`config.mk`:
```
export PLATFORM = sky130hd
export DESIGN_NAME = usb_reset_gen_flat
export DESIGN_NICKNAME = d
export VERILOG_FILES = /design/src/rtl/usb_reset_gen_if.sv /design/src/rtl/usb_reset_gen.sv /design/src/flat_wrapper.sv
export SDC_FILE = /design/constraint.sdc
export NUM_CORES = 1
export LEC_CHECK = 0
export ABC_AREA = 1
export BUFFER_PORTS_ARGS = -buffer_cell sky130_fd_sc_hd__buf_4
export CORE_MARGIN = 5
export CORE_UTILIZATION = 38
export DETAILED_ROUTE_END_ITERATION = 10
export GPL_TIMING_DRIVEN = 1
export PLACE_DENSITY = 0.59
export SYNTH_ARGS = -nofsm -noshare
export SYNTH_HDL_FRONTEND = slang
export SYNTH_SLANG_ARGS = --single-unit
```
`constraint.sdc`:
```
create_clock -name clk -period 2.5 [get_ports clk]
set_clock_uncertainty 0.1 [all_clocks]
set_input_delay 0.5 -clock clk [delete_from_list [all_inputs] [get_ports clk]]
set_output_delay 0.5 -clock clk [all_outputs]
set_load 0.005 [all_outputs]
```
`src/rtl/usb_reset_gen_if.sv`:
```
// USB bus-reset generator link/PHY signal bundle plus the line-state type it carries.
// Compile with USB_RESET_GEN_RESUME_EN to add the resume request signal.
package usb_reset_gen_pkg;
  typedef enum logic [1:0] {
    LineSe0 = 2'b00,
    LineJ   = 2'b01,
    LineK   = 2'b10
  } d_port_t;
endpackage

interface usb_reset_gen_if;
  import usb_reset_gen_pkg::*;

  logic    req_i;
  logic    abort_i;
`ifdef USB_RESET_GEN_RESUME_EN
  logic    resume_req_i;
`endif
  d_port_t line_o;
  logic    oe_o;
  logic    busy_o;
  logic    done_o;

`ifdef USB_RESET_GEN_RESUME_EN
  modport master (output req_i, abort_i, resume_req_i, input line_o, oe_o, busy_o, done_o);
  modport slave  (input req_i, abort_i, resume_req_i, output line_o, oe_o, busy_o, done_o);
`else
  modport master (output req_i, abort_i, input line_o, oe_o, busy_o, done_o);
  modport slave  (input req_i, abort_i, output line_o, oe_o, busy_o, done_o);
`endif
endinterface

```
`src/rtl/usb_reset_gen.sv`:
```
// Host/hub-side USB bus reset generator: SE0 for RST_CYCLES, release for RCY_CYCLES, done pulse.
// Optional resume signalling (K, EOP, J) is built when USB_RESET_GEN_RESUME_EN is defined.
module usb_reset_gen
  import usb_reset_gen_pkg::*;
#(
  parameter int unsigned RST_CYCLES = 240000,
  parameter int unsigned RCY_CYCLES = 240000,
`ifdef USB_RESET_GEN_RESUME_EN
  parameter int unsigned RES_CYCLES = 480000,
  parameter int unsigned EOP_CYCLES = 32,
  parameter int unsigned J_CYCLES   = 16,
`endif
  parameter int unsigned CNT_W      = 20
) (
  input logic             clk,
  input logic             reset_i,
  usb_reset_gen_if.slave  bus
);

  localparam logic [2:0] StIdle   = 3'd0;
  localparam logic [2:0] StRst    = 3'd1;
  localparam logic [2:0] StRcy    = 3'd2;
`ifdef USB_RESET_GEN_RESUME_EN
  localparam logic [2:0] StResK   = 3'd3;
  localparam logic [2:0] StResEop = 3'd4;
  localparam logic [2:0] StResJ   = 3'd5;

  localparam logic [CNT_W-1:0] ResLoad = CNT_W'(RES_CYCLES - 1);
  localparam logic [CNT_W-1:0] EopLoad = CNT_W'(EOP_CYCLES - 1);
  localparam logic [CNT_W-1:0] JLoad   = CNT_W'(J_CYCLES - 1);
`endif

  localparam logic [CNT_W-1:0] RstLoad = CNT_W'(RST_CYCLES - 1);
  localparam logic [CNT_W-1:0] RcyLoad = CNT_W'(RCY_CYCLES - 1);
  localparam logic [CNT_W-1:0] CntZero = '0;

  logic [2:0]       state_q, state_d;
  logic [CNT_W-1:0] cnt_q, cnt_d;
  logic             done_q, done_d;
  logic             cnt_zero;
  logic [CNT_W-1:0] cnt_dec;

  assign cnt_zero = (cnt_q == CntZero);
  // Saturating decrement keeps the counter from wrapping below zero.
  assign cnt_dec  = cnt_zero ? CntZero : cnt_q - CNT_W'(1);

  always_comb begin
    state_d = state_q;
    cnt_d   = cnt_q;
    done_d  = 1'b0;
    case (state_q)
      StIdle: begin
        if (!bus.abort_i && bus.req_i) begin
          state_d = StRst;
          cnt_d   = RstLoad;
        end
`ifdef USB_RESET_GEN_RESUME_EN
        else if (!bus.abort_i && bus.resume_req_i) begin
          state_d = StResK;
          cnt_d   = ResLoad;
        end
`endif
      end
      StRst: begin
        if (bus.abort_i) begin
          state_d = StIdle;
          cnt_d   = CntZero;
        end else if (cnt_zero) begin
          state_d = StRcy;
          cnt_d   = RcyLoad;
        end else begin
          cnt_d = cnt_dec;
        end
      end
      StRcy: begin
        if (bus.abort_i) begin
          state_d = StIdle;
          cnt_d   = CntZero;
        end else if (cnt_zero) begin
          state_d = StIdle;
          done_d  = 1'b1;
        end else begin
          cnt_d = cnt_dec;
        end
      end
`ifdef USB_RESET_GEN_RESUME_EN
      StResK: begin
        if (bus.abort_i) begin
          state_d = StIdle;
          cnt_d   = CntZero;
        end else if (cnt_zero) begin
          state_d = StResEop;
          cnt_d   = EopLoad;
        end else begin
          cnt_d = cnt_dec;
        end
      end
      StResEop: begin
        if (bus.abort_i) begin
          state_d = StIdle;
          cnt_d   = CntZero;
        end else if (cnt_zero) begin
          state_d = StResJ;
          cnt_d   = JLoad;
        end else begin
          cnt_d = cnt_dec;
        end
      end
      StResJ: begin
        if (bus.abort_i) begin
          state_d = StIdle;
          cnt_d   = CntZero;
        end else if (cnt_zero) begin
          state_d = StIdle;
          done_d  = 1'b1;
        end else begin
          cnt_d = cnt_dec;
        end
      end
`endif
      default: begin
        state_d = StIdle;
        cnt_d   = CntZero;
      end
    endcase
  end

  always_ff @(posedge clk) begin
    if (reset_i) begin
      state_q <= StIdle;
      cnt_q   <= CntZero;
      done_q  <= 1'b0;
    end else begin
      state_q <= state_d;
      cnt_q   <= cnt_d;
      done_q  <= done_d;
    end
  end

  // Bus outputs decode only from registered state, so oe_o changes only at transition edges.
  d_port_t line;
  logic    oe;
  logic    busy;

  always_comb begin
    line = LineJ;
    oe   = 1'b0;
    busy = 1'b0;
    case (state_q)
      StRst: begin
        line = LineSe0;
        oe   = 1'b1;
        busy = 1'b1;
      end
      StRcy: busy = 1'b1;
`ifdef USB_RESET_GEN_RESUME_EN
      StResK: begin
        line = LineK;
        oe   = 1'b1;
        busy = 1'b1;
      end
      StResEop: begin
        line = LineSe0;
        oe   = 1'b1;
        busy = 1'b1;
      end
      StResJ: begin
        oe   = 1'b1;
        busy = 1'b1;
      end
`endif
      default: ;
    endcase
  end

  assign bus.line_o = line;
  assign bus.oe_o   = oe;
  assign bus.busy_o = busy;
  assign bus.done_o = done_q;

endmodule

```
`src/flat_wrapper.sv`:
```
// flat-port wrapper written by rule: the top's interface ports become plain ports
module usb_reset_gen_flat import usb_reset_gen_pkg::*;
#(
  parameter int unsigned RST_CYCLES = 240000,
  parameter int unsigned RCY_CYCLES = 240000,

  parameter int unsigned CNT_W      = 20
)
  (clk, reset_i, bus_req_i, bus_abort_i, bus_line_o, bus_oe_o, bus_busy_o, bus_done_o);
  usb_reset_gen_if bus_i ();
  input logic clk;
  input logic reset_i;
  input wire logic [$bits(bus_i.req_i)-1:0] bus_req_i;
  input wire logic [$bits(bus_i.abort_i)-1:0] bus_abort_i;
  output wire logic [$bits(bus_i.line_o)-1:0] bus_line_o;
  output wire logic [$bits(bus_i.oe_o)-1:0] bus_oe_o;
  output wire logic [$bits(bus_i.busy_o)-1:0] bus_busy_o;
  output wire logic [$bits(bus_i.done_o)-1:0] bus_done_o;
  assign bus_i.req_i = bus_req_i;
  assign bus_i.abort_i = bus_abort_i;
  assign bus_line_o = bus_i.line_o;
  assign bus_oe_o = bus_i.oe_o;
  assign bus_busy_o = bus_i.busy_o;
  assign bus_done_o = bus_i.done_o;
  usb_reset_gen #(.RST_CYCLES(RST_CYCLES), .RCY_CYCLES(RCY_CYCLES), .CNT_W(CNT_W)) u_core (.clk(clk), .reset_i(reset_i), .bus(bus_i));
endmodule
```
==> impl_metrics.ini <==
[global_routing]
grt_max_degree = 19
grt_pass1_vias = 1405
grtUsageTotal = 0.135
grt_pass1_wl_mm = 6.60
globalRouteOverflowTotal = 0
antenna_found_initial = 0

[clocking]
post-cts-setup-buffer-count = 0
clkTransAtPathRegs_ps = 90
ctsResizeCount = 0
htreeDepth = 1
cts_root_buf = clkbuf_8
cts_tree = built
cts_sinks = 23
clk_latency_ps = 280
clock_path_buffers = 2
cts_buffers = 3
hold_buffers = 0

[critical_path]
path_buf_inv = 3
worst_path_most_repeated_cell = inv_1
r2r-end = u_core.cnt_q[11]
end_kind = flip-flop
r2r_start = u_core.state_q[0]
startpoint_type = flip-flop
crit_slowest_cell = nor2_2
arrival_ps = 2150
critPathMaxFanout = 18
worst_path_dominant_cell_family = simple AND/OR/NAND/NOR gates
crit_required_ps = 2620
regToRegSetupSlack_ps = 470
reg2reg_depth = 9
cpPeakStageDelay_ps = 470
crit_chain = inv_1 > ha_1 > inv_1 > a21oi_1 > inv_1 > nand2_4 > nor2_2 > nand2_1 > a21oi_2
path_class = reg -> reg

[floorplanning]
die_y_um = 77.6
start_util = 0.396
core_area_sq_um = 4380
ioPinCount = 9
num_rows = 24
die_area_sq_um = 6020
die_x_um = 77.6

[placed_design]
place_hpwl_mm = 2.94
gp_congestion = 0.834
io_buffers = 7
dp_cells = 335

[power]
seqPwrFrac = 0.249
peakVddDrop_mv = 0.559
p_sw_frac = 0.541
intPower_w = 0.00113
pwr-share-comb = 0.652
power_density_nw_per_um2 = 1320
power_switching_w = 0.00133
cellLeakagePower_nw = 0.873
clkPwrFrac = 0.098

[timing]
hold_slack_ps = 320
slew_violations = 0
max_freq_mhz = 493
slew_headroom = 0.635
hold_viol = 0
timing.final.crit_period_ps = 2030
rsz0062_at_grt = no
setup_viol = 0
tightestPinTransition_ps = 547
finalSetupTns_ps = 0
period_share = 0.811

[synthesis]
synthMuxAreaShare = 0
synthAdderAreaFrac = 0.0432
synth-compound-area-share = 0.101
yosysUniqueCellTypes = 30
synth-simple-area-share = 0.482
yosys_warnings = 0
synth_fp_nets = 292
synth_top_family_by_area = simple AND/OR/NAND/NOR gates
synth_xor_area_frac = 0.00504
syn_area_sq_um = 1740
postSynthAreaPerCell_sq_um = 6.16
yosysSeqAreaShare = 0.265
synth_cells = 282
ys_ff_latch = 23

[routing]
drtIter0Drc = 114
drt_pre_antenna_iters = 4
drc_errors = 0
num_vias = 1634
vias_per_cell = 4.82
detail-route-antenna-nets = 0
routed_wl_mm = 3.91
wl_per_cell_um = 11.5

[min_path]
min_path_type = in -> reg
min_to = u_core.bus.done_o
worstHoldStart = bus_abort_i
hold_depth = 2

[final_layout]
area_delta_synth_final_pct = 7.06
drive_gt1_frac = 0.171
final_net_count = 298
n_antenna_cell = 0
utilization = 0.424
final_cells = 339
n_fill_cell = 480

[job]
max-cap-violations = 0

[outcome]
outcome = finished clean
[cell usage after synthesis]
cell	n	area [sq um]
nand2_1	102	383
nor2_1	33	124
inv_1	32	120
dfxtp_1	23	460
nand3_1	15	75.1
a21oi_1	10	50.1
a21oi_2	10	87.6
nor2_2	9	56.3
ha_1	6	75.1
nor2_4	5	56.3
o21ai_0	5	25.0
inv_2	4	15.0
buf_4	3	22.5
nand2_2	3	18.8
nor3_1	3	15.0
nand3b_1	2	15.0
nand4_1	2	12.5
nor3_2	2	20.0
or2_2	2	12.5
buf_1	1	3.75
buf_6	1	11.3
clkbuf_1	1	3.75
conb_1	1	3.75
nand2_4	1	11.3
nand3_2	1	10.0
nand4_4	1	21.3
nor4_1	1	6.26
o211ai_1	1	7.51
o21ai_1	1	5.00
xor2_1	1	8.76
[cell usage in the layout, fill, tap and decap left out]
cell type / count
a21oi_1: 10
a21oi_2: 10
buf_4: 7
clkbuf_8: 3
clkinv_2: 1
conb_1: 1
dfxtp_1: 23
ha_1: 6
inv_1: 32
inv_2: 4
nand2_1: 102
nand2_2: 3
nand2_4: 1
nand3_1: 15
nand3_2: 1
nand3b_1: 2
nand4_1: 2
nand4_4: 1
nor2_1: 33
nor2_2: 9
nor2_4: 5
nor3_1: 3
nor3_2: 2
nor4_1: 1
o211ai_1: 1
o21ai_0: 5
o21ai_1: 1
or2_2: 2
xor2_1: 1
[flip-flops by register name, indices dropped and copies added (netlist names)]
register / flops
u_core.cnt_q: 20
u_core.bus.done_o: 1
u_core.state_q: 2
[stage by stage]
stage | power, W | area [sq um] | setup slack [ps]
final | 0.00245 | 1860 | 472
after global routing | 0.00273 | 1860 | 238
after CTS | 0.00247 | 1860 | 463
after detailed placement | 0.00222 | 1810 | 475
after global placement | 0.00221 | 1810 | 478
after floorplan | 0.00192 | 1740 | 825
[layout make-up]
cell class	instances	area, sq um	area share
Clock inverter	1	5.00	0.00269
Sequential cell	23	460	0.248
Timing Repair Buffer	7	52.6	0.0283
Clock buffer	3	41.3	0.0222
Tap cell	52	65.1	0.0350
Inverter	36	135	0.0727
Multi-Input combinational cell	217	1100	0.592
[worst max-delay path by stage]
| stage | end | cells past startpoint | from |
|---|---|---|---|
| 3_5_place_dp | u_core.cnt_q[4] | 9 | u_core.state_q[0] |
| 4_1_cts | u_core.cnt_q[4] | 9 | u_core.state_q[0] |
| 5_1_grt | u_core.cnt_q[4] | 9 | u_core.state_q[0] |
| 2_1_floorplan | u_core.state_q[1] | 10 | u_core.state_q[1] |
| 6_report | u_core.cnt_q[11] | 9 | u_core.state_q[0] |
| 3_3_place_gp | u_core.state_q[1] | 10 | u_core.state_q[1] |
[power groups by stage]
stage          Combinational [W]  Sequential, W  Clock (W)
3_3_place_gp             0.00159       0.000620          0
5_1_grt                  0.00183       0.000631   0.000272
6_report                 0.00160       0.000612   0.000241
4_1_cts                  0.00160       0.000611   0.000258
3_5_place_dp             0.00160       0.000619          0
2_1_floorplan            0.00134       0.000581          0
[cells by family after synthesis]
group,after synthesis
xor gates and xnor gates,1
adders and majority gates,6
AOI/OAI and AO/OA,27
DFF,23
other,1
buffers and inverters,42
and+or+nand+nor,182
[per-layer routing]
| metal | track usage | share of wire | vias to the layer above |
|---|---|---|---|
| met2 | 0.202 | 0.46 | 35 |
| li1 | - | - | 880 |
| met3 | 0.0185 | 0.035 | 4 |
| met5 | 0 | 0 | - |
| met4 | 0.0567 | 0.018 | 0 |
| met1 | 0.192 | 0.49 | 715 |
No activity file was read; power rests on OpenSTA's default activity.
